===== src/rtl/bit_stream_realigner.sv =====
// ---------------------------------------------------------------------------
// bit_stream_realigner
//
// Purpose:
//   Re-packs a bitstream that starts at bit 'offset' of its first input word
//   onto output word boundaries. The previous input word is held and funnel-
//   shifted together with the current one, so each accepted input word yields
//   one output word. The last output word is zero-filled above the residual
//   bits. With offset 0 the block is a one-cycle pass-through.
//
// Ports:
//   clock         rising-edge clock
//   reset         asynchronous, active-high
//   offset_in     bit offset of stream start in the first word
//   offset_load   capture offset_in (only while IDLE)
//   input_valid   / input_ready  / input_data  / input_last   - upstream side
//   output_valid  / output_ready / output_data / output_last  - downstream side
// ---------------------------------------------------------------------------
module bit_stream_realigner #(
    parameter int WORD_WIDTH   = 8,
    parameter int OFFSET_WIDTH = 3
) (
    input  logic                    clock,
    input  logic                    reset,
    input  logic [OFFSET_WIDTH-1:0] offset_in,
    input  logic                    offset_load,
    input  logic                    input_valid,
    output logic                    input_ready,
    input  logic [WORD_WIDTH-1:0]   input_data,
    input  logic                    input_last,
    output logic                    output_valid,
    input  logic                    output_ready,
    output logic [WORD_WIDTH-1:0]   output_data,
    output logic                    output_last
);

    typedef enum logic [1:0] {
        IDLE  = 2'd0,
        RUN   = 2'd1,
        FLUSH = 2'd2
    } state_t;

    state_t                  state_q, state_d;
    logic [OFFSET_WIDTH-1:0] off_q,   off_d;
    logic [WORD_WIDTH-1:0]   hold_q,  hold_d;
    logic                    ovalid_q, ovalid_d;
    logic [WORD_WIDTH-1:0]   odata_q,  odata_d;
    logic                    olast_q,  olast_d;

    logic                    free;
    logic                    accept;
    logic [OFFSET_WIDTH-1:0] off_eff;
    logic [2*WORD_WIDTH-1:0] funnel;
    logic [WORD_WIDTH-1:0]   flush_word;

    // One-deep output register: a new word may be written when it is empty
    // or being drained this cycle.
    assign free   = !ovalid_q || output_ready;
    assign accept = input_valid && input_ready;

    // A load in the same cycle as the first accepted word must already
    // steer that word, so bypass the offset register while IDLE.
    assign off_eff = (state_q == IDLE && offset_load) ? offset_in : off_q;

    // Current word on top of the held word; the low W bits after the shift
    // are the output word straddling the two.
    assign funnel     = {input_data, hold_q} >> off_eff;
    // Residual bits of the final word; zeros shift in from above.
    assign flush_word = hold_q >> off_eff;

    // -----------------------------------------------------------------------
    // State register
    // -----------------------------------------------------------------------
    always_ff @(posedge clock or posedge reset) begin
        if (reset) begin
            state_q <= IDLE;
        end else begin
            state_q <= state_d;
        end
    end

    // -----------------------------------------------------------------------
    // Next-state logic
    // -----------------------------------------------------------------------
    always_comb begin
        state_d = state_q;
        case (state_q)
            IDLE: begin
                // Offset 0 never needs a held word: stay in pass-through.
                if (accept && off_eff != '0) begin
                    state_d = input_last ? FLUSH : RUN;
                end
            end
            RUN: begin
                if (accept && input_last) begin
                    state_d = FLUSH;
                end
            end
            FLUSH: begin
                if (free) begin
                    state_d = IDLE;
                end
            end
            default: state_d = IDLE;
        endcase
    end

    // -----------------------------------------------------------------------
    // Output / datapath logic
    // -----------------------------------------------------------------------
    // No input is taken while the held word is being flushed.
    assign input_ready = free && (state_q != FLUSH);

    always_comb begin
        off_d    = off_q;
        hold_d   = hold_q;
        ovalid_d = ovalid_q;
        odata_d  = odata_q;
        olast_d  = olast_q;

        if (state_q == IDLE && offset_load) begin
            off_d = offset_in;
        end

        // Slot is consumed (or was empty); a new word below may refill it.
        // When not free everything holds, which gives the backpressure freeze.
        if (free) begin
            ovalid_d = 1'b0;
        end

        case (state_q)
            IDLE: begin
                if (accept) begin
                    if (off_eff == '0) begin
                        ovalid_d = 1'b1;
                        odata_d  = input_data;
                        olast_d  = input_last;
                    end else begin
                        hold_d = input_data;
                    end
                end
            end
            RUN: begin
                if (accept) begin
                    ovalid_d = 1'b1;
                    odata_d  = funnel[WORD_WIDTH-1:0];
                    olast_d  = 1'b0;
                    hold_d   = input_data;
                end
            end
            FLUSH: begin
                if (free) begin
                    ovalid_d = 1'b1;
                    odata_d  = flush_word;
                    olast_d  = 1'b1;
                    hold_d   = '0;
                end
            end
            default: ;
        endcase
    end

    always_ff @(posedge clock or posedge reset) begin
        if (reset) begin
            off_q    <= '0;
            hold_q   <= '0;
            ovalid_q <= 1'b0;
            odata_q  <= '0;
            olast_q  <= 1'b0;
        end else begin
            off_q    <= off_d;
            hold_q   <= hold_d;
            ovalid_q <= ovalid_d;
            odata_q  <= odata_d;
            olast_q  <= olast_d;
        end
    end

    assign output_valid = ovalid_q;
    assign output_data  = odata_q;
    assign output_last  = olast_q;

endmodule


===== config.mk =====
export PLATFORM = sky130hd
export DESIGN_NAME = bit_stream_realigner
export DESIGN_NICKNAME = d
export VERILOG_FILES = /design/src/rtl/bit_stream_realigner.sv
export SDC_FILE = /design/constraint.sdc
export NUM_CORES = 1
export LEC_CHECK = 0
export CELL_PAD_IN_SITES_DETAIL_PLACEMENT = 1
export CELL_PAD_IN_SITES_GLOBAL_PLACEMENT = 1
export CORE_MARGIN = 2
export CORE_UTILIZATION = 30
export CTS_CLUSTER_DIAMETER = 50
export DETAILED_ROUTE_END_ITERATION = 8
export GPL_ROUTABILITY_DRIVEN = 0
export GPL_TIMING_DRIVEN = 0
export PLACE_DENSITY_LB_ADDON = 0.1
export SLEW_MARGIN = 10
export SYNTH_ARGS = -nofsm -noshare
export SYNTH_HDL_FRONTEND = slang
export SYNTH_SLANG_ARGS = --single-unit

===== constraint.sdc =====
create_clock -name clock -period 3.1 [get_ports clock]
set_clock_uncertainty 0.05 [all_clocks]
set_input_delay 0.465 -clock clock [delete_from_list [all_inputs] [get_ports clock]]
set_output_delay 0.465 -clock clock [all_outputs]
set_load 0.02 [all_outputs]

Word level (Yosys, flattened, before mapping)
Index checks and enable logic that the tools add are counted.
{ "totals": {"register_bits": 23, "in_bits": 17, "word_cells": 59} }
{ "classes": {"eq_ne": 10, "n_shift": 2, "n_mux": 27, "reduce_logical": 14} }
{ "ops": {"columns": ["op", "count"], "rows": [
  ["two-way mux 8 bit", 8],
  ["case mux 8 bit (3 select lines)", 2],
  [">> shifter 16 x 3 -> 8 bit", 1],
  ["!= test 2 bit, second input constant", 7],
  ["AND reduction 5 bit", 2],
  ["two-way mux 1 bit", 9],
  ["two-way mux 2 bit", 4],
  [">> shifter 8 x 3 -> 8 bit", 1],
  ["case mux 1 bit (3 select lines)", 2],
  ["case mux 2 bit (3 select lines)", 1],
  ["nonzero test 3 bit", 2],
  ["logical AND 1 bit", 5],
  ["zero test 3 bit", 1],
  ["two-way mux 3 bit", 1],
  ["AND reduction 3 bit", 1],
  ["== test 2 x 1 -> 1 bit, second input constant", 1],
  ["== test 2 bit, second input constant", 1],
  ["zero test 2 bit", 1],
  ["!= test 2 x 1 -> 1 bit, second input constant", 1],
  ["zero test 1 bit", 1],
  ["logical OR 1 bit", 1]
]} }

Logic depth before layout (Yosys ltp)
Gate-level depths: netlist of run 1.
{ "depth": {"ltp_word": 7, "ltp_mapped": 11} }

Worst setup path after synthesis of run 1
No wires, ideal clock.
{ "synth_path": {"path_kind": "flip-flop to flip-flop", "start": "register state_q[0]", "end": "register odata_q[5] (netlist: output_data[5])", "setup_ns": 0.095, "arrival_time_ns": 2.191, "path_slack_ns": 0.764, "path_stages_with_launch": 10, "n_path_buf": 2, "cell_sequence": "dfrtp_1 inv_1 ha_1 buf_2 a211o_1 a221oi_1 nor2b_1 o21ai_2 clkbuf_1 o31ai_1"} }
{ "synth_via": {"elab_chain_len": 6, "elab_cells_between_ends": 20, "classes_between": "eq/ne: 7; shift: 2; mux: 4; reduce/logical: 7"} }
{ "synth_lines": {"columns": ["element", "line", "text"], "rows": [
  ["start, declared", "43", "state_t state_q, state_d;"],
  ["start signal, assigned", "78", "state_q <= state_d;"],
  ["zero test 2 bit", "63, 131", null],
  ["logical AND 1 bit", "63", "assign off_eff = (state_q == IDLE && offset_load) ? offset_in : off_q;"],
  ["two-way mux 3 bit", null, null],
  [">> shifter 8 x 3 -> 8 bit, or another cell as far along", "69", "assign flush_word = hold_q >> off_eff;"],
  ["two-way mux 8 bit, or another cell as far along", "152", "if (free) begin"],
  ["case mux 8 bit (3 select lines) / AND reduction 5 bit (equally long branches)", null, null],
  ["end signal, assigned", "174", "odata_q <= odata_d;"],
  ["end, declared", "47", "logic [WORD_WIDTH-1:0] odata_q, odata_d;"]
]} }
Parallel ways exist; a longest one is shown, timed or not. The select of a mux whose other input is x is not followed.
A chain may end at the register's enable or synchronous reset.

Final worst setup path of run 1
{ "layout_path": {"start": "register state_q[1]", "end": "register odata_q[7] (netlist: output_data[7])"} }
The elaborated chain is that of the path after synthesis.

==> flow_summary.yaml, run 1 <==
run_status:
  status: "finished clean"
critical_path:
  critical_path_class: "reg -> reg"
  r2r-end: "output_data[7]$_DFFE_PP0P_"
  crit_path_end_kind: "flip-flop"
  cp_slowest_stage_delay_ps: 440
  critical_path_arrival_ps: 2930
  reg2reg_depth: 10
  crit_chain: "inv_1 > ha_1 > buf_2 > and3_1 > a21oi_1 > buf_2 > mux2i_1 > o31ai_1 > a221oi_1 > o31ai_1"
  worstPathRequired_ps: 3240
  cp_max_fo: 10
  rrSetupSlack_ps: 300
  critPathLaunchType: "flip-flop"
  crit_slowest_cell: "dfrtp_1"
  rr_startpoint: "state_q[1]$_DFFE_PP0P_"
synth:
  syn-mean-instance-area_um2: 9.036
  synth_simple_gate_area_share: 0.1977
  synth-xor-area-share: 0
  synth_cell_types: 40
  synth_mux_area_frac: 0.1831
  synth_nets: 201
  async_flop_share: 1.000
  ys_seq_area_frac: 0.3538
  syn_area_um2: 1627
  synth_compound_area_frac: 0.1900
  synthCells: 180
  synthAdderAreaFrac: 0.03077
  synthFlopType: "dfrtp_1"
  ys_ff_latch: 23
  synth_edf_count: 0
  ys_warn_count: 0
  synth_top_family_by_area: "simple AND/OR/NAND/NOR gates"
finish:
  final_cell_area_um2: 2039
  layout_commonest_cell: "clkdlybuf4s50_1"
  area_delta_synth_final_pct: 25.38
  nNetsFinal: 233
  drive_gt1_frac: 0.1043
  final_cell_mix: "27 x clkdlybuf4s50_1, 25 x nand2_1, 23 x dfrtp_1, 16 x mux2i_1, 10 x nor3_1"
  antenna_cells: 0
  fillers: 609
  finish.utilization: 0.3943
  instances_no_fill: 281
cts:
  cts_tree: "built"
  clock_sinks: 23
  cts.root.buffer_cell: "clkbuf_8"
  cts_setup_buffers: 0
  cts_buffers: 3
  cts_buffer_depth: 2
  clock_latency_ps: 260
  clk_pin_slew_ps: 90
  hold_buffers: 0
  htree_num_levels: 1
place:
  place_hpwl_um: 3881
  dpl_cell_area_um2: 1984
  io_buffers: 27
  placed_cells: 277
floorplanning:
  core_area_um2: 5172
  rows: 26
  initial_utilization: 0.3145
  fp.dieW_um: 77.64
  die_h_um: 77.64
  ios: 28
  dieArea_um2: 6027
detailed_routing:
  num_vias: 1521
  drt_iter0_markers: 85
  wire_per_inst_um: 17.88
  finalWirelength_um: 5024
  drc: 0
  dr.pass1.iters: 4
  ant_nets: 0
  detail_route.vias_per_cell: 5.413
grt:
  grt_pass1_vias: 1614
  grt_start_max_net_pins: 24
  grt.overflow.total: 0
  globalRouteTotalUtil: 0.1740
  grt_pass1_wl_um: 8369
  antenna_found_initial: 0
timing:
  rsz0062_at_grt: "no"
  finalCritPeriodShare: 0.9021
  finalSetupViolations: 0
  worst_pin_slew_ps: 947.5
  finalMaxSlewViolations: 0
  finalSetupTns_ps: 0
  fmax_ghz: 0.3576
  max_slew_margin: 0.3676
  min_period_ps: 2797
  hold_viol_final: 0
flow_run:
  maxCapViolCount: 0
power:
  power_density_nw_per_um2: 1161
  peakVddDrop_v: 0.0003706
  p_leak_nw: 0.8750
hold_path:
  min_path_type: "reg -> reg"
  hold_depth: 1
  min-delay-start: "output_data[2]$_DFFE_PP0P_"
  holdPathEnd: "output_data[2]$_DFFE_PP0P_"
## registers in the layout, summed over array words and instances, names as in the netlist
register	count
off_q	3
hold_q	8
state_q	2
output_valid	1
output_data	8
output_last	1
## area by class of cell
| type | count | area (um^2) | share of cell area |
|---|---|---|---|
| buffer | 9 | 38.79 | 0.01902 |
| clock buffer | 4 | 45.04 | 0.02209 |
| inverter | 9 | 33.78 | 0.01656 |
| multi-input combinational | 139 | 988.4 | 0.4847 |
| sequential | 23 | 575.6 | 0.2822 |
| tap | 70 | 87.58 | 0.04294 |
| timing repair buffer | 27 | 270.3 | 0.1325 |
## logic make-up (layout without fill, tap and decap cells)
kind of cell,after synthesis,after routing
AND/OR/NAND/NOR,66,66
AO/OA/AOI/OAI,45,45
multiplexers,24,24
flip-flops,23,23
buffers and inverters,18,49
adder cells (fa/ha/maj),4,4
## critical path, delay by kind of cell, from the launching register on
kind	cells	cell delay (ps)
AOI/OAI and AO/OA	4	1090
buffers and inverters	3	600
DFF	1	440
adders and majority gates	1	210
and+or+nand+nor	1	200
muxes	1	130
## power by group
part	leakage [nW]	total, mW	internal (mW)	switching [mW]
Combinational	0.571	1.60	0.675	0.923
Clock	0.0228	0.195	0.0920	0.103
Sequential	0.281	0.574	0.455	0.118
## routing by layer
metal / vias to the layer above / share of wire / global-route usage
met2: 32 / 0.46 / 0.2853
met5: - / 0 / 0
li1: 723 / - / -
met4: 0 / 0.0074 / 0.04464
met3: 4 / 0.030 / 0.02209
met1: 762 / 0.50 / 0.2418
## cells in the mapped netlist, types with 2 or more instances
cell type | n | share of area
nand2_1 | 25 | 0.058
dfrtp_1 | 23 | 0.35
mux2i_1 | 16 | 0.098
nor3_1 | 10 | 0.031
inv_1 | 9 | 0.021
nor2_1 | 9 | 0.021
o21ai_0 | 8 | 0.025
a21oi_1 | 7 | 0.022
nand2b_1 | 7 | 0.027
o31ai_1 | 6 | 0.028
clkbuf_1 | 5 | 0.012
nor2b_1 | 5 | 0.019
buf_2 | 4 | 0.012
ha_1 | 4 | 0.031
a211oi_1 | 3 | 0.014
a221oi_1 | 3 | 0.016
mux2_2 | 3 | 0.021
mux4_2 | 3 | 0.042
a21o_1 | 2 | 0.0092
a22oi_1 | 2 | 0.0092
a31oi_1 | 2 | 0.0077
a32oi_1 | 2 | 0.011
and3_1 | 2 | 0.0077
nand3_1 | 2 | 0.0062
o22ai_1 | 2 | 0.0077
or2_2 | 2 | 0.0077
## worst max path at each step
stage / slack (ps) / endpoint / depth (start not counted) / from
2_1_floorplan: 760 / output_data[5]$_DFFE_PP0P_ / 9 / state_q[0]$_DFFE_PP0P_
3_3_place_gp: 210 / hold_q[2]$_DFFE_PP0P_ / 7 / offset_load
3_5_place_dp: 110 / hold_q[2]$_DFFE_PP0P_ / 7 / offset_load
4_1_cts: 190 / hold_q[2]$_DFFE_PP0P_ / 9 / state_q[1]$_DFFE_PP0P_
5_1_grt: 30 / output_data[7]$_DFFE_PP0P_ / 10 / state_q[1]$_DFFE_PP0P_
6_report: 300 / output_data[7]$_DFFE_PP0P_ / 10 / state_q[1]$_DFFE_PP0P_
## metrics by stage
| stage | total power, mW | worst slack, ps | hold slack, ps |
|---|---|---|---|
| finish | 2.367 | 303.5 | 430.2 |
| global route | 2.585 | 26.04 | 479.3 |
| CTS | 2.374 | 189.3 | 436.4 |
| detailed placement | 2.168 | 105.0 | 414.7 |
| global placement | 2.113 | 213.8 | 409.4 |
| floorplan | 1.663 | 763.9 | 416.9 |
## repair_timing
item / in CTS / in global routing
setup endpoints to repair: 0 / 6
endpoints found under the hold margin: 0 / 0
gates resized for setup: 0 / 2
Power figures use the tool's default switching activity.
==> inputs of run 2 (changes only) <==
--- a/config.mk
+++ b/config.mk
@@ -12,8 +12,8 @@
 export CTS_CLUSTER_DIAMETER = 50
 export DETAILED_ROUTE_END_ITERATION = 8
 export GPL_ROUTABILITY_DRIVEN = 0
-export GPL_TIMING_DRIVEN = 0
 export PLACE_DENSITY_LB_ADDON = 0.1
+export RECOVER_POWER = 100
 export SLEW_MARGIN = 10
 export SYNTH_ARGS = -nofsm -noshare
 export SYNTH_HDL_FRONTEND = slang
==> flow_summary.yaml, run 2 (same netlist as run 1, synthesis figures left out) <==
detailed_routing:
  ant_nets: 0
  detail_route.vias_per_cell: 5.401
  drt_iter0_markers: 81
  num_vias: 1507
  finalWirelength_um: 4917
  wire_per_inst_um: 17.62
  dr.pass1.iters: 4
  drc: 0
cts:
  hold_buffers: 0
  clk_pin_slew_ps: 90
  clock_latency_ps: 270
  cts.root.buffer_cell: "clkbuf_8"
  htree_num_levels: 1
  cts_setup_buffers: 0
  cts_buffer_depth: 2
  cts_tree: "built"
  postCtsResizedCells: 0
  clock_sinks: 23
  cts_buffers: 3
timing:
  hold_viol_final: 0
  min_period_ps: 2886
  finalSetupTns_ps: 0
  finalMaxSlewViolations: 0
  worst_pin_slew_ps: 931.4
  finalSetupViolations: 0
  fmax_ghz: 0.3465
  finalCritPeriodShare: 0.9311
  rsz0062_at_grt: "no"
  max_slew_margin: 0.3784
  setup_slack_ps: 213.7
finish:
  antenna_cells: 0
  nNetsFinal: 231
  final_cell_area_um2: 2036
  layout_commonest_cell: "nand2_1"
  fillers: 598
  regArea_um2: 575.6
  final_cell_mix: "25 x nand2_1, 23 x dfrtp_1, 17 x mux2i_1, 15 x clkdlybuf4s50_1, 12 x dlygate4sd3_1"
  instances_no_fill: 279
  multiInputGateArea_um2: 974.7
  drive_gt1_frac: 0.1005
  area_delta_synth_final_pct: 25.15
critical_path:
  critPathLaunchType: "flip-flop"
  rr_startpoint: "state_q[1]$_DFFE_PP0P_"
  cp_max_fo: 10
  reg2reg_depth: 8
  critical_path_class: "reg -> reg"
  worstPathRequired_ps: 3210
  r2r-end: "hold_q[1]$_DFFE_PP0P_"
  rrSetupSlack_ps: 210
  critical_path_arrival_ps: 2990
  startpoint: "state_q[1]$_DFFE_PP0P_"
  crit_path_end_kind: "flip-flop"
flow_run:
  maxCapViolCount: 0
hold_path:
  holdPathEnd: "output_data[1]$_DFFE_PP0P_"
  hold_depth: 2
  min-delay-start: "output_data[1]$_DFFE_PP0P_"
  min_path_type: "reg -> reg"
floorplanning:
  core_area_um2: 5172
  ios: 28
  die_h_um: 77.64
  initial_utilization: 0.3145
  fp.dieW_um: 77.64
  rows: 26
  dieArea_um2: 6027
run_status:
  status: "finished clean"
grt:
  grt_start_max_net_pins: 24
  grt_pass1_vias: 1622
  globalRouteTotalUtil: 0.1736
  antenna_found_initial: 0
  grt.overflow.total: 0
  grt_pass1_wl_um: 8259
place:
  place_hpwl_um: 3778
  io_buffers: 27
  placed_cells: 275
  place_ws_ps: 128.0
  dpl_cell_area_um2: 1998
power:
  finalPower_mw: 2.332
  p_leak_nw: 0.8933
  power_density_nw_per_um2: 1146
  peakVddDrop_v: 0.0003444
-- run 2: cell types whose count changed in the layout (fill, tap and decap cells not counted), moves of 4 or more --
cell             previous run  this run
buf_4                       0         6
buf_2                       4         0
clkbuf_1                    6         2
clkdlybuf4s50_1            27        15
dlygate4sd3_1               0        12
-- run 2: metrics by stage --
stage               hold slack (ps)    util
floorplan                     416.9       -
global placement              415.2  0.3863
detailed placement            426.4  0.3863
CTS                           447.9  0.3950
global route                  474.0  0.3936
finish                        430.5  0.3936
-- run 2: how the worst max path moves through the flow --
stage                                            end  slack, ps
after floorplan           output_data[5]$_DFFE_PP0P_        760
after global placement         hold_q[0]$_DFFE_PP0P_        220
after detailed placement       hold_q[1]$_DFFE_PP0P_        130
after CTS                      hold_q[1]$_DFFE_PP0P_        240
after global routing           hold_q[6]$_DFFE_PP0P_         30
final                          hold_q[1]$_DFFE_PP0P_        210
-- run 2: per-layer routing --
metal,track usage,routed length (um)
met1,0.2358,2398
met2,0.2810,2287
met3,0.01744,110
met4,0.07321,121
met5,0,0
-- run 2: critical path, cell delays in order (launching register included) --
cell and delay (ps):
dfrtp_1 450, inv_1 100, ha_1 220, buf_4 180, a211o_1 250, a221oi_1 560
nor2_1 100, o21ai_1 470, mux2_2 400
-- run 2: area by class of cell --
type                       instances  share of cell area
clock buffer                       4             0.02213
inverter                           9             0.01659
multi-input combinational        139              0.4788
sequential                        23              0.2827
tap                               70             0.04302
timing repair buffer              34              0.1567
-- run 2: power by group --
part / switching (mW) / total [mW] / leakage (nW) / internal (mW)
Sequential: 0.120 / 0.575 / 0.281 / 0.455
Clock: 0.101 / 0.193 / 0.0228 / 0.0919
Combinational: 0.900 / 1.56 / 0.589 / 0.664
Total: 1.12 / 2.33 / 0.893 / 1.21
==> inputs of run 3 (changes only) <==
--- a/config.mk
+++ b/config.mk
@@ -7,7 +7,7 @@
 export LEC_CHECK = 0
 export CELL_PAD_IN_SITES_DETAIL_PLACEMENT = 1
 export CELL_PAD_IN_SITES_GLOBAL_PLACEMENT = 1
-export CORE_MARGIN = 2
+export CORE_MARGIN = 4
 export CORE_UTILIZATION = 30
 export CTS_CLUSTER_DIAMETER = 50
 export DETAILED_ROUTE_END_ITERATION = 8
==> constraint.sdc (replaced) <==
create_clock -name clock -period 3 [get_ports clock]
set_clock_uncertainty 0.05 [all_clocks]
set_input_delay 0.45 -clock clock [delete_from_list [all_inputs] [get_ports clock]]
set_output_delay 0.45 -clock clock [all_outputs]
set_load 0.02 [all_outputs]
==> flow_summary.yaml, run 3 (same netlist as run 1, synthesis figures left out) <==
detailed_routing:
  num_vias: 1497
  finalWirelength_um: 5019
  detail_route.vias_per_cell: 5.366
  drt_iter0_markers: 147
  dr.pass1.iters: 4
  ant_nets: 0
  wire_per_inst_um: 17.99
  drc: 0
grt:
  grt_pass1_wl_um: 8280
  grt_busiest_layer: "met2"
  grt_start_max_net_pins: 24
  grt.overflow.total: 0
  antenna_found_initial: 0
  met1_usage: 0.2279
  grt_use_met3: 0.02303
  use_met2: 0.2638
  grt_pass1_vias: 1530
  globalRouteTotalUtil: 0.1629
place:
  placed_cells: 275
  place_hpwl_um: 3781
  io_buffers: 27
cts:
  cts.root.buffer_cell: "clkbuf_8"
  htree_num_levels: 1
  clock_latency_ps: 270
  clk_pin_slew_ps: 80
  cts_buffers: 3
  cts_buffer_depth: 2
  clock_sinks: 23
  cts_setup_buffers: 0
  cts_tree: "built"
power:
  peakVddDrop_v: 0.0004083
  finalPower_mw: 2.442
  power_density_nw_per_um2: 1191
  p_leak_nw: 0.8973
timing:
  fmax_ghz: 0.3667
  finalSetupViolations: 0
  whs_ps: 424.8
  finalMaxSlewViolations: 0
  finalSetupTns_ps: 0
  hold_viol_final: 0
  rsz0062_at_grt: "no"
  min_period_ps: 2727
  finalCritPeriodShare: 0.9090
  max_slew_margin: 0.3736
  worst_pin_slew_ps: 938.5
critical_path:
  reg2reg_depth: 8
  cp_max_fo: 12
  crit_path_end_kind: "flip-flop"
  r2r-end: "output_data[0]$_DFFE_PP0P_"
  critical_path_arrival_ps: 2890
  cp_slowest_stage_delay_ps: 490
  worstPathRequired_ps: 3160
  rr_startpoint: "state_q[1]$_DFFE_PP0P_"
  rrSetupSlack_ps: 270
  critPathLaunchType: "flip-flop"
  crit_chain: "inv_1 > ha_2 > nand2_2 > mux2i_4 > mux2i_1 > mux4_2 > a211oi_1 > a21o_1"
  critical_path_class: "reg -> reg"
  crit_slowest_cell: "mux4_2"
floorplanning:
  rows: 26
  initial_utilization: 0.3145
  fp.dieW_um: 81.64
  dieArea_um2: 6664
  ios: 28
  core_area_um2: 5172
  die_h_um: 81.64
finish:
  drive_gt1_frac: 0.1053
  nNetsFinal: 231
  area_delta_synth_final_pct: 26.08
  layout_commonest_cell: "nand2_1"
  instances_no_fill: 279
  antenna_cells: 0
  final_cell_mix: "25 x nand2_1, 23 x dfrtp_1, 17 x mux2i_1, 15 x clkdlybuf4s50_1, 12 x dlygate4sd3_1"
run_status:
  status: "finished clean"
hold_path:
  hold_depth: 2
  min_path_type: "reg -> reg"
  holdPathEnd: "output_data[1]$_DFFE_PP0P_"
  min-delay-start: "output_data[1]$_DFFE_PP0P_"
flow_run:
  maxCapViolCount: 0
[run 3: cell count changes in the layout (fill, tap and decap cells not counted)]
cell     previous run  this run
buf_12              0         1
buf_4               6         5
ha_1                4         3
ha_2                0         1
o21ai_0             8         9
o21ai_1             1         0
[run 3: metrics by stage]
stage	setup WS, ps	instance area, um^2	utilization
after global placement	217.2	2011	0.3887
after CTS	162.2	2056	0.3974
final	273.0	2051	0.3965
after detailed placement	123.2	2011	0.3887
after global routing	91.08	2051	0.3965
after floorplan	663.9	1627	-
[run 3: critical path, delay by kind of cell (launching register included)]
family,cells,cell delay [ps]
buf+inv,1,110
mux,3,1170
flops,1,430
compound gates,2,440
simple gates,1,160
fa+ha+maj,1,310
[run 3: worst max path at each step]
stage                                 startpoint                          to  slack (ps)  cells past startpoint
after floorplan           state_q[0]$_DFFE_PP0P_  output_data[5]$_DFFE_PP0P_         660                      9
after global placement               offset_load  output_data[0]$_DFFE_PP0P_         220                      7
after detailed placement             offset_load  output_data[0]$_DFFE_PP0P_         120                      7
after CTS                 state_q[1]$_DFFE_PP0P_  output_data[0]$_DFFE_PP0P_         160                      8
after global routing      state_q[1]$_DFFE_PP0P_  output_data[1]$_DFFE_PP0P_          90                      9
final                     state_q[1]$_DFFE_PP0P_  output_data[0]$_DFFE_PP0P_         270                      8
[run 3: power breakdown]
part	internal, mW	total [mW]	switching [mW]	leakage [nW]
clock network	0.0950	0.198	0.103	0.0228
registers	0.471	0.591	0.120	0.281
logic	0.712	1.65	0.940	0.593
[run 3: metal layers]
layer	wire, um	vias up
met3	345	5
met2	2316	45
met1	2304	732
met5	0	-
li1	-	715
met4	53	0
[run 3: timing repair]
item | CTS | global route
resized for setup | 0 | 1
setup endpoints to repair | 0 | 4
endpoints found under the hold margin | 0 | 0
hold buffers | 0 | 0
[run 3: layout make-up]
class / count / area [um^2]
Sequential cell: 23 / 575.6
Fill cell: 601 / 3122
Timing Repair Buffer: 34 / 331.6
Tap cell: 70 / 87.58
Multi-Input combinational cell: 139 / 977.2
Inverter: 9 / 33.78
Clock buffer: 4 / 45.04
==> patch, RTL diff (config.mk and constraints of run 2) <==
The 3 states of `state_t` get a one-hot encoding in 3 bits.
--- a/src/rtl/bit_stream_realigner.sv
+++ b/src/rtl/bit_stream_realigner.sv
@@ -34,10 +34,10 @@
     output logic                    output_last
 );
 
-    typedef enum logic [1:0] {
-        IDLE  = 2'd0,
-        RUN   = 2'd1,
-        FLUSH = 2'd2
+    typedef enum logic [2:0] {
+        IDLE  = 3'b001,
+        RUN   = 3'b010,
+        FLUSH = 3'b100
     } state_t;
 
     state_t                  state_q, state_d;
Formal check against the unedited RTL: same outputs for any inputs over 4 cycles, from zero or initial values and one cycle with reset high; so few cycles prove little.
==> patch against run 2 <==
Largest cell class unchanged; highest routed layer unchanged; first-iteration DRC count decreased by 33%; final area is 2.2% lower; wire length grew 0.77%; power fell by 10%; synthesized area is 1.2% lower; worst setup slack improved by 62 ps; sequential cell count up 1; via count fell by 2.4%.
==> patch: results (changes against run 2) <==
[status]
outcome = finished, final reports clean

[critical_path]
crit_fanout = 14  ; +4
r2r_start = state_q[0]
ff2ff_setup_slack_ps = 380  ; +170 ps
ff2ff_path_depth = 8  ; unchanged
rr_endpoint = output_data[3]
cp-startpoint = state_q[2]
worstPathArrival_ps = 2310  ; -680 ps

[cells_and_area]
n_antenna_cell = 0  ; unchanged
drive_gt1_share_pct = 9.709  ; -0.34 points
fill_cells = 629  ; +5.2%
fin_nets = 224  ; -3.0%

[route]
drt-total-wl_um = 4955  ; +0.77%
via_per_inst = 5.330  ; -1.3%
wl_per_cell_um = 17.95  ; +1.9%
firstDrtPassIters = 4  ; unchanged
drtIter0Drc = 54  ; -33%

[logic_synthesis]
ys_warn_count = 0  ; unchanged
ys_types = 45  ; +13%
ys_top_cells_by_area = dfrtp_1 36%, mux2i_1 10%, nand2_1 5.8%, a21oi_1 3.7%, mux2_2 3.5%
synth_xor_area_share_pct = 0  ; unchanged
synth.net_count = 195  ; -3.0%
ys.flop_type = dfrtp_1
synth.cells.most_frequent = 25 x nand2_1, 23 x dfrtp_1, 16 x mux2i_1
async_flop_share_pct = 100.0  ; unchanged
synth_compound_area_share_pct = 21.65  ; +2.7 points
ys_seq_area_share_pct = 37.46  ; +2.1 points
synthMuxAreaShare_pct = 17.52  ; -0.78 points
synthAdderAreaFrac_pct = 0  ; -3.1 points
postSynthCellCount = 178  ; -1.1%

[min_path]
whs_path_depth = 1  ; -1
worstHoldStart = output_last
min_to = output_last
hold_path.class = flop to flop

[timing]
slew_violations = 0  ; unchanged
relSlewSlack_pct = 34.57  ; -3.3 points

[placement]
io_buffers = 27  ; unchanged
dp_cells = 272  ; -1.1%
hpwl_um = 3834  ; +1.5%
place_area_um2 = 1959  ; -1.9%

[clocking]
path_clk_slew_ps = 90  ; about the same
cts_buffers = 3  ; unchanged
clk_latency_ps = 270  ; about the same
cts.repair.resized = 0  ; unchanged
cts_buffer_depth = 2  ; unchanged
htreeDepth = 1  ; unchanged
cts_root_buf = clkbuf_8
post-cts-setup-buffers = 0  ; unchanged

[pwr]
ir_drop_mv = 0.2785  ; -19%
leakage_nw = 0.8485  ; -5.0%

[global_route]
grt_pass1_wl_um = 8335  ; +0.92%
grt_max_degree = 25  ; +4.2%
antenna_found_initial = 0  ; unchanged
grt_usage_pct = 17.44  ; +0.080 points
grt_pass1_vias = 1631  ; +0.55%

-- patch: worst max-delay path, cell delays in order (launching register included) --
cell and delay, ps:
dfrtp_1 500, or3b_1 620, and2_1 260, dlygate4sd3_1 650
-- patch: logic make-up (layout without fill, tap and decap cells) --
kind of cell,after synthesis,count (layout)
compound gates,53,53
buf+inv,18,46
flops,24,24
mux,25,25
simple gates,58,58
-- patch: power by group --
| group | leakage [nW] | internal, W | switching (W) | total (W) |
|---|---|---|---|---|
| combinational | 0.528 | 0.000536 | 0.000713 | 0.00125 |
| clock | 0.0288 | 0.000114 | 0.000112 | 0.000225 |
| sequential | 0.291 | 0.000472 | 0.000149 | 0.000621 |
| total | 0.849 | 0.00112 | 0.000974 | 0.00209 |
-- patch: worst max path at each step --
stage / to / slack [ps]
after detailed placement: output_data[0] / 160
after CTS: input_ready / 350
after floorplan: output_data[3] / 720
after global placement: output_last / 220
final: input_ready / 280
after global routing: hold_q[0] / 170
-- patch: final cells by class --
class                      instances  area (um^2)  share of cell area (%)
multi-input combinational        136        894.6                   44.91
sequential                        24        601.8                   30.21
timing repair buffer              33        315.3                   15.83
tap                               70        87.58                   4.397
clock buffer                       4        55.05                   2.764
inverter                           9        37.54                   1.884
-- patch: routing by layer --
layer / wire [um] / track usage [%]
met1: 2279 / 22.28
met2: 2464 / 30.87
met3: 145 / 2.588
met4: 65 / 4.107
met5: 0 / 0
-- patch: stage by stage --
| step | setup slack [ps] | utilization, % | hold slack (ps) |
|---|---|---|---|
| after floorplan | 721.8 | - | 399.2 |
| after global placement | 222.4 | 38.12 | 433.0 |
| after detailed placement | 157.5 | 38.12 | 453.5 |
| after CTS | 349.4 | 39.19 | 476.4 |
| after global routing | 171.0 | 38.75 | 485.3 |
| final | 275.6 | 38.75 | 461.1 |
